===== src/rtl/pc_pkg.sv =====
// Shared definitions for the fetch-stage next-PC controller: FSM encoding,
// sequential PC step and default reset/exception addresses.
package pc_pkg;

    typedef enum logic {
        S_RUN  = 1'b0,
        S_HALT = 1'b1
    } pc_state_e;

    localparam int unsigned PC_STEP        = 4;
    localparam logic [31:0] DEF_RESET_PC   = 32'h0000_0000;
    localparam logic [31:0] DEF_EXC_VECTOR = 32'h0000_0080;

endpackage


===== src/rtl/pc_fetch_ctrl_next_mux.sv =====
// Combinational next-PC priority select, next FSM state and wrong-path flush generation.
// Exception path is compiled in only when PC_FETCH_EXC_EN is defined.
module pc_next_mux
    import pc_pkg::*;
#(
    parameter int unsigned         PC_WIDTH   = 32
`ifdef PC_FETCH_EXC_EN
   ,parameter logic [PC_WIDTH-1:0] EXC_VECTOR = PC_WIDTH'(DEF_EXC_VECTOR)
`endif
) (
    input  pc_state_e             state_i,
    input  logic [PC_WIDTH-1:0]   pc_i,
    input  logic                  stall_i,
    input  logic                  jump_i,
    input  logic [PC_WIDTH-1:0]   jump_target_i,
    input  logic                  branch_taken_i,
    input  logic [PC_WIDTH-1:0]   branch_target_i,
    input  logic                  halt_req_i,
    input  logic                  resume_i,
`ifdef PC_FETCH_EXC_EN
    input  logic                  exc_req_i,
    output logic                  exc_take_o,
`endif
    output logic [PC_WIDTH-1:0]   pc_plus4_o,
    output logic [PC_WIDTH-1:0]   pc_next_o,
    output pc_state_e             state_next_o,
    output logic                  if_id_flush_o,
    output logic                  id_ex_flush_o
);

    logic [PC_WIDTH-1:0] jump_aligned;
    logic [PC_WIDTH-1:0] branch_aligned;

    assign pc_plus4_o     = pc_i + PC_WIDTH'(PC_STEP);
    assign jump_aligned   = {jump_target_i[PC_WIDTH-1:2], 2'b00};
    assign branch_aligned = {branch_target_i[PC_WIDTH-1:2], 2'b00};

    always_comb begin
        pc_next_o     = pc_i;
        state_next_o  = state_i;
        if_id_flush_o = 1'b0;
        id_ex_flush_o = 1'b0;
`ifdef PC_FETCH_EXC_EN
        exc_take_o    = 1'b0;
        if (exc_req_i) begin
            pc_next_o     = EXC_VECTOR;
            state_next_o  = S_RUN;
            if_id_flush_o = 1'b1;
            id_ex_flush_o = 1'b1;
            exc_take_o    = 1'b1;
        end else
`endif
        if (state_i == S_HALT) begin
            if (resume_i) begin
                state_next_o = S_RUN;
            end
        end else if (branch_taken_i) begin
            // Branch in EX is older than any jump in ID, so the jump is dropped.
            pc_next_o     = branch_aligned;
            if_id_flush_o = 1'b1;
            id_ex_flush_o = 1'b1;
        end else if (jump_i) begin
            pc_next_o     = jump_aligned;
            if_id_flush_o = 1'b1;
        end else if (halt_req_i) begin
            if_id_flush_o = 1'b1;
            state_next_o  = S_HALT;
        end else if (!stall_i) begin
            pc_next_o = pc_plus4_o;
        end
    end

endmodule


===== src/rtl/pc_fetch_ctrl.sv =====
// Fetch-stage PC owner: PC register, RUN/HALT FSM, saturating fetch counter and,
// when PC_FETCH_EXC_EN is defined, exception redirect with saved EPC.
module pc_fetch_ctrl
    import pc_pkg::*;
#(
    parameter int unsigned         PC_WIDTH   = 32,
    parameter logic [PC_WIDTH-1:0] RESET_PC   = PC_WIDTH'(DEF_RESET_PC),
    parameter logic [PC_WIDTH-1:0] EXC_VECTOR = PC_WIDTH'(DEF_EXC_VECTOR),
    parameter int unsigned         CNT_WIDTH  = 16
) (
    input  logic                  clk,
    input  logic                  reset,
    input  logic                  stall,
    input  logic                  jump,
    input  logic [PC_WIDTH-1:0]   jump_target,
    input  logic                  branch_taken,
    input  logic [PC_WIDTH-1:0]   branch_target,
    input  logic                  halt_req,
    input  logic                  resume,
`ifdef PC_FETCH_EXC_EN
    input  logic                  exc_req,
    input  logic [PC_WIDTH-1:0]   exc_pc,
    output logic [PC_WIDTH-1:0]   epc,
`endif
    output logic [PC_WIDTH-1:0]   pc,
    output logic [PC_WIDTH-1:0]   pc_plus4,
    output logic                  fetch_valid,
    output logic                  if_id_flush,
    output logic                  id_ex_flush,
    output logic                  halted,
    output logic [CNT_WIDTH-1:0]  fetch_count
);

    pc_state_e             state_q, state_d;
    logic [PC_WIDTH-1:0]   pc_q, pc_d;
    logic [CNT_WIDTH-1:0]  count_q, count_d;
    logic                  mux_if_flush;
    logic                  mux_id_flush;

`ifdef PC_FETCH_EXC_EN
    logic                  exc_take;
    logic [PC_WIDTH-1:0]   epc_q, epc_d;
`else
    logic                  unused_exc_vector;
    assign unused_exc_vector = ^EXC_VECTOR;
`endif

    pc_next_mux #(
        .PC_WIDTH        (PC_WIDTH)
`ifdef PC_FETCH_EXC_EN
       ,.EXC_VECTOR      (EXC_VECTOR)
`endif
    ) u_next_mux (
        .state_i         (state_q),
        .pc_i            (pc_q),
        .stall_i         (stall),
        .jump_i          (jump),
        .jump_target_i   (jump_target),
        .branch_taken_i  (branch_taken),
        .branch_target_i (branch_target),
        .halt_req_i      (halt_req),
        .resume_i        (resume),
`ifdef PC_FETCH_EXC_EN
        .exc_req_i       (exc_req),
        .exc_take_o      (exc_take),
`endif
        .pc_plus4_o      (pc_plus4),
        .pc_next_o       (pc_d),
        .state_next_o    (state_d),
        .if_id_flush_o   (mux_if_flush),
        .id_ex_flush_o   (mux_id_flush)
    );

    // While reset is held every 1-bit output must read 0, flushes included.
    assign fetch_valid = (state_q == S_RUN) && !stall && reset;
    assign if_id_flush = mux_if_flush && reset;
    assign id_ex_flush = mux_id_flush && reset;
    assign halted      = (state_q == S_HALT);
    assign pc          = pc_q;
    assign fetch_count = count_q;

    always_comb begin
        count_d = count_q;
        if (fetch_valid && !if_id_flush && (count_q != {CNT_WIDTH{1'b1}})) begin
            count_d = count_q + 1'b1;
        end
    end

`ifdef PC_FETCH_EXC_EN
    assign epc = epc_q;

    always_comb begin
        epc_d = epc_q;
        if (exc_take) begin
            epc_d = exc_pc;
        end
    end

    always_ff @(posedge clk or negedge reset) begin
        if (!reset) begin
            epc_q <= '0;
        end else begin
            epc_q <= epc_d;
        end
    end
`endif

    always_ff @(posedge clk or negedge reset) begin
        if (!reset) begin
            state_q <= S_RUN;
            pc_q    <= RESET_PC;
            count_q <= '0;
        end else begin
            state_q <= state_d;
            pc_q    <= pc_d;
            count_q <= count_d;
        end
    end

endmodule


===== config.mk =====
export PLATFORM = sky130hd
export DESIGN_NAME = pc_fetch_ctrl
export DESIGN_NICKNAME = d
export VERILOG_FILES = /design/src/rtl/pc_pkg.sv /design/src/rtl/pc_fetch_ctrl_next_mux.sv /design/src/rtl/pc_fetch_ctrl.sv
export SDC_FILE = /design/constraint.sdc
export NUM_CORES = 1
export LEC_CHECK = 0
export CORE_ASPECT_RATIO = 1.5
export CORE_MARGIN = 3
export CORE_UTILIZATION = 45
export DETAILED_ROUTE_END_ITERATION = 6
export PLACE_DENSITY = 0.86
export SYNTH_ARGS = -nofsm -noshare
export SYNTH_HDL_FRONTEND = slang
export SYNTH_SLANG_ARGS = --single-unit

===== constraint.sdc =====
create_clock -name clk -period 3.4 [get_ports clk]
set_input_delay 0.34 -clock clk [delete_from_list [all_inputs] [get_ports clk]]
set_output_delay 0.34 -clock clk [all_outputs]
set_load 0.01 [all_outputs]

==> flow_summary.yaml <==
yosys:
  ys_warn_count: 0
  syn_area_per_cell_um2: 8.54
  yosys-top-cells-area: "dfrtp_1 (35%), xnor2_1 (7.0%), a21oi_1 (4.5%)"
  synth_compound_area_share_pct: 22.3
  synth-adder-area-share_pct: 0.745
  async_flop_share_pct: 100
  synth_cell_type_count: 59
  synth-simple-area-share_pct: 23.4
  synth_top_family_by_area: "simple AND/OR/NAND/NOR gates"
  synth_most_common_cell: "dfrtp_1"
  synth.top_cell.area_share_pct: 35.0
  synth_xor_xnor_area_share_pct: 10.4
  ys_seq_area_share_pct: 35.0
  synth_top_area_cell: "dfrtp_1"
  synthCells: 393
  synthFlopType: "dfrtp_1"
  syn_area_um2: 3360
  synth_mux_area_share_pct: 3.06
  synth-edff-count: 0
  yosys-top-cells-count: "dfrtp_1 (47), nand2_1 (31), a21oi_1 (30)"
  ys_seq_elements: 47
setup_path:
  cp.required_ns: 3.06
  cp_slowest_stage_delay_ns: 0.55
  worst_setup_path_start_kind: "flip-flop"
  startpoint: "pc[4]"
  path_cells: "nand3_1 -> or3_1 -> nor4_1 -> buf_4 -> nand2_1 -> xnor2_1 -> clkdlybuf4s50_1"
  reg2reg_to: "pc[30]"
  cp.buffers_inverters: 2
  critPathKind: "reg2out"
  reg2reg_from: "pc[14]"
  rr_worst_depth: 5
  crit_fanout: 7
  r2r_slack_ns: 1.12
  cp_top_family: "simple AND/OR/NAND/NOR gates"
  arrival_ns: 2.77
  crit_end: "pc_plus4[31]"
  cpMaxStageDelayCell: "clkdlybuf4s50_1"
  cp_num_cells: 7
  end_kind: "output pin"
clocking:
  h-tree-depth: 2
  cts_tree: "yes"
  clockRootBuffer: "clkbuf_8"
  cts.sinks: 47
  path_clk_slew_ns: 0.09
  ctsResizeCount: 0
  cts_max_path_buffers: 2
  cts-hold-fix-buffers: 0
  clock_latency_ns: 0.30
  cts_setup_buffers: 0
  numCtsBuffers: 5
run_status:
  status: "completed"
global_route:
  grt_pass1_wl_um: 17800
  grt_overflow_total: 0
  grt_max_degree: 48
  track_usage_pct: 25.3
  grt_pass1_vias: 3683
  antenna_found_initial: 0
die:
  dieArea_um2: 8550
  rows: 37
  die_y_um: 112
  ioPinCount: 155
  core_area_um2: 7040
  start_util_pct: 47.7
  die_x_um: 76.5
layout:
  drive_gt1_share_pct: 7.28
  fin_nets: 608
  antennaDiodeCount: 0
  fillCellCount: 577
  syn_to_final_growth_pct: 50.0
timing:
  fin_skew_ns: 0.00789
  slew_viol_final: 0
  fmax_mhz: 321
  setup-tns-final_ns: 0
  finalHoldViolations: 0
  holdWs_ns: 0.158
  tightest_slew_ns: 0.678
  finalCriticalPeriod_ns: 3.11
  period_share_pct: 91.5
  rsz0062_at_grt: "false"
  setup_violations: 0
  relSlewSlack_pct: 54.7
pwr:
  p_seq_share_pct: 38.3
  switching_share_pct: 34.0
  p_int_uw: 1340
  ir_worst_vdd_mv: 0.280
  switchingPower_uw: 689
  combinationalPowerShare_pct: 40.3
  clock_power_share_pct: 21.4
  power_leakage_uw: 0.00201
  power.density_nw_per_um2: 403
drt:
  avgViaCountPerCell: 5.88
  routed_wl_um: 11100
  first_pass_iters: 5
  first_iter_violations: 328
  ant_nets: 0
  drc: 0
  vias: 3723
  avgRoutedWirePerCell_um: 17.6
placed_design:
  dp_hpwl_um: 8520
  io_buffers: 146
  globalplace.congestion: 0.922
worst_hold_path:
  hold_path.class: "in2async"
flow_run:
  drv_cap: 0
worst min path at each step:
| stage | startpoint | end | depth (start not counted) |
|---|---|---|---|
| floorplan | reset | fetch_count[0] | 0 |
| finish | reset | fetch_count[2] | 2 |
| global route | reset | fetch_count[4] | 2 |
| CTS | reset | fetch_count[5] | 2 |
| global placement | fetch_count[15] | fetch_count[15] | 1 |
| detailed placement | fetch_count[15] | fetch_count[15] | 1 |
power groups by stage:
stage                     clock, µW  sequential [µW]  combinational [µW]
after floorplan                   0              785                 339
after global placement            0              776                 802
after detailed placement          0              784                 814
after CTS                       436              773                 821
after global routing            454              793                 877
final                           435              776                 817
sequential cells by signal (all words and copies together), names as in the netlist:
signal	count
fetch_count	16
halted	1
pc	30
through the flow:
stage | area (µm²) | setup WS (ns) | std cells | utilization [%] | power (µW)
after floorplan | 3370 | 1.15 | 396 | - | 1120
after global placement | 4920 | 0.675 | 625 | 69.9 | 1580
after detailed placement | 4920 | 0.645 | 625 | 69.9 | 1600
after CTS | 5030 | 0.293 | 633 | 71.6 | 2030
after global routing | 5030 | 0.0856 | 633 | 71.6 | 2120
final | 5030 | 0.287 | 633 | 71.6 | 2030
cells by family after synthesis:
family,Yosys count
AOI/OAI and AO/OA,117
xor gates and xnor gates,40
adders and majority gates,2
buffers and inverters,36
DFF,47
muxes,10
other,1
and+or+nand+nor,140
cell usage in the layout (no fill, tap or decap), types with 11 or more instances in the layout:
cell and n:
a21oi_1 29, a31oi_1 11, and3_1 11, buf_4 13, clkdlybuf4s50_1 145, dfrtp_1 47, nand2_1 31, nand3_1 12
nand4_1 15, nor2_1 28, o21ai_0 25, xnor2_1 27, xor2_1 13
worst reg2reg max path, delay by kind of cell (launching register included):
kind / cells / cell delay [ns]
AO/OA/AOI/OAI: 2 / 0.44
flip-flops: 1 / 0.53
AND/OR/NAND/NOR: 3 / 1.24
layout make-up:
| class | count | area (µm²) | area share, % |
|---|---|---|---|
| inverter | 9 | 33.8 | 0.671 |
| clock buffer | 6 | 82.6 | 1.64 |
| multi-input combinational | 313 | 2030 | 40.4 |
| tap | 97 | 121 | 2.41 |
| timing repair buffer | 159 | 1550 | 30.9 |
| sequential | 47 | 1180 | 23.4 |
| clock inverter | 2 | 35.0 | 0.696 |
routing by layer:
| layer | GRT usage (%) | vias to the layer above | part of all wire (%) |
|---|---|---|---|
| li1 | - | 1725 | - |
| met1 | 28.3 | 1793 | 37 |
| met2 | 47.5 | 187 | 53 |
| met3 | 5.42 | 18 | 7.9 |
| met4 | 7.62 | 0 | 1.9 |
| met5 | 0 | - | 0 |
(Power assumes the default switching activity.)
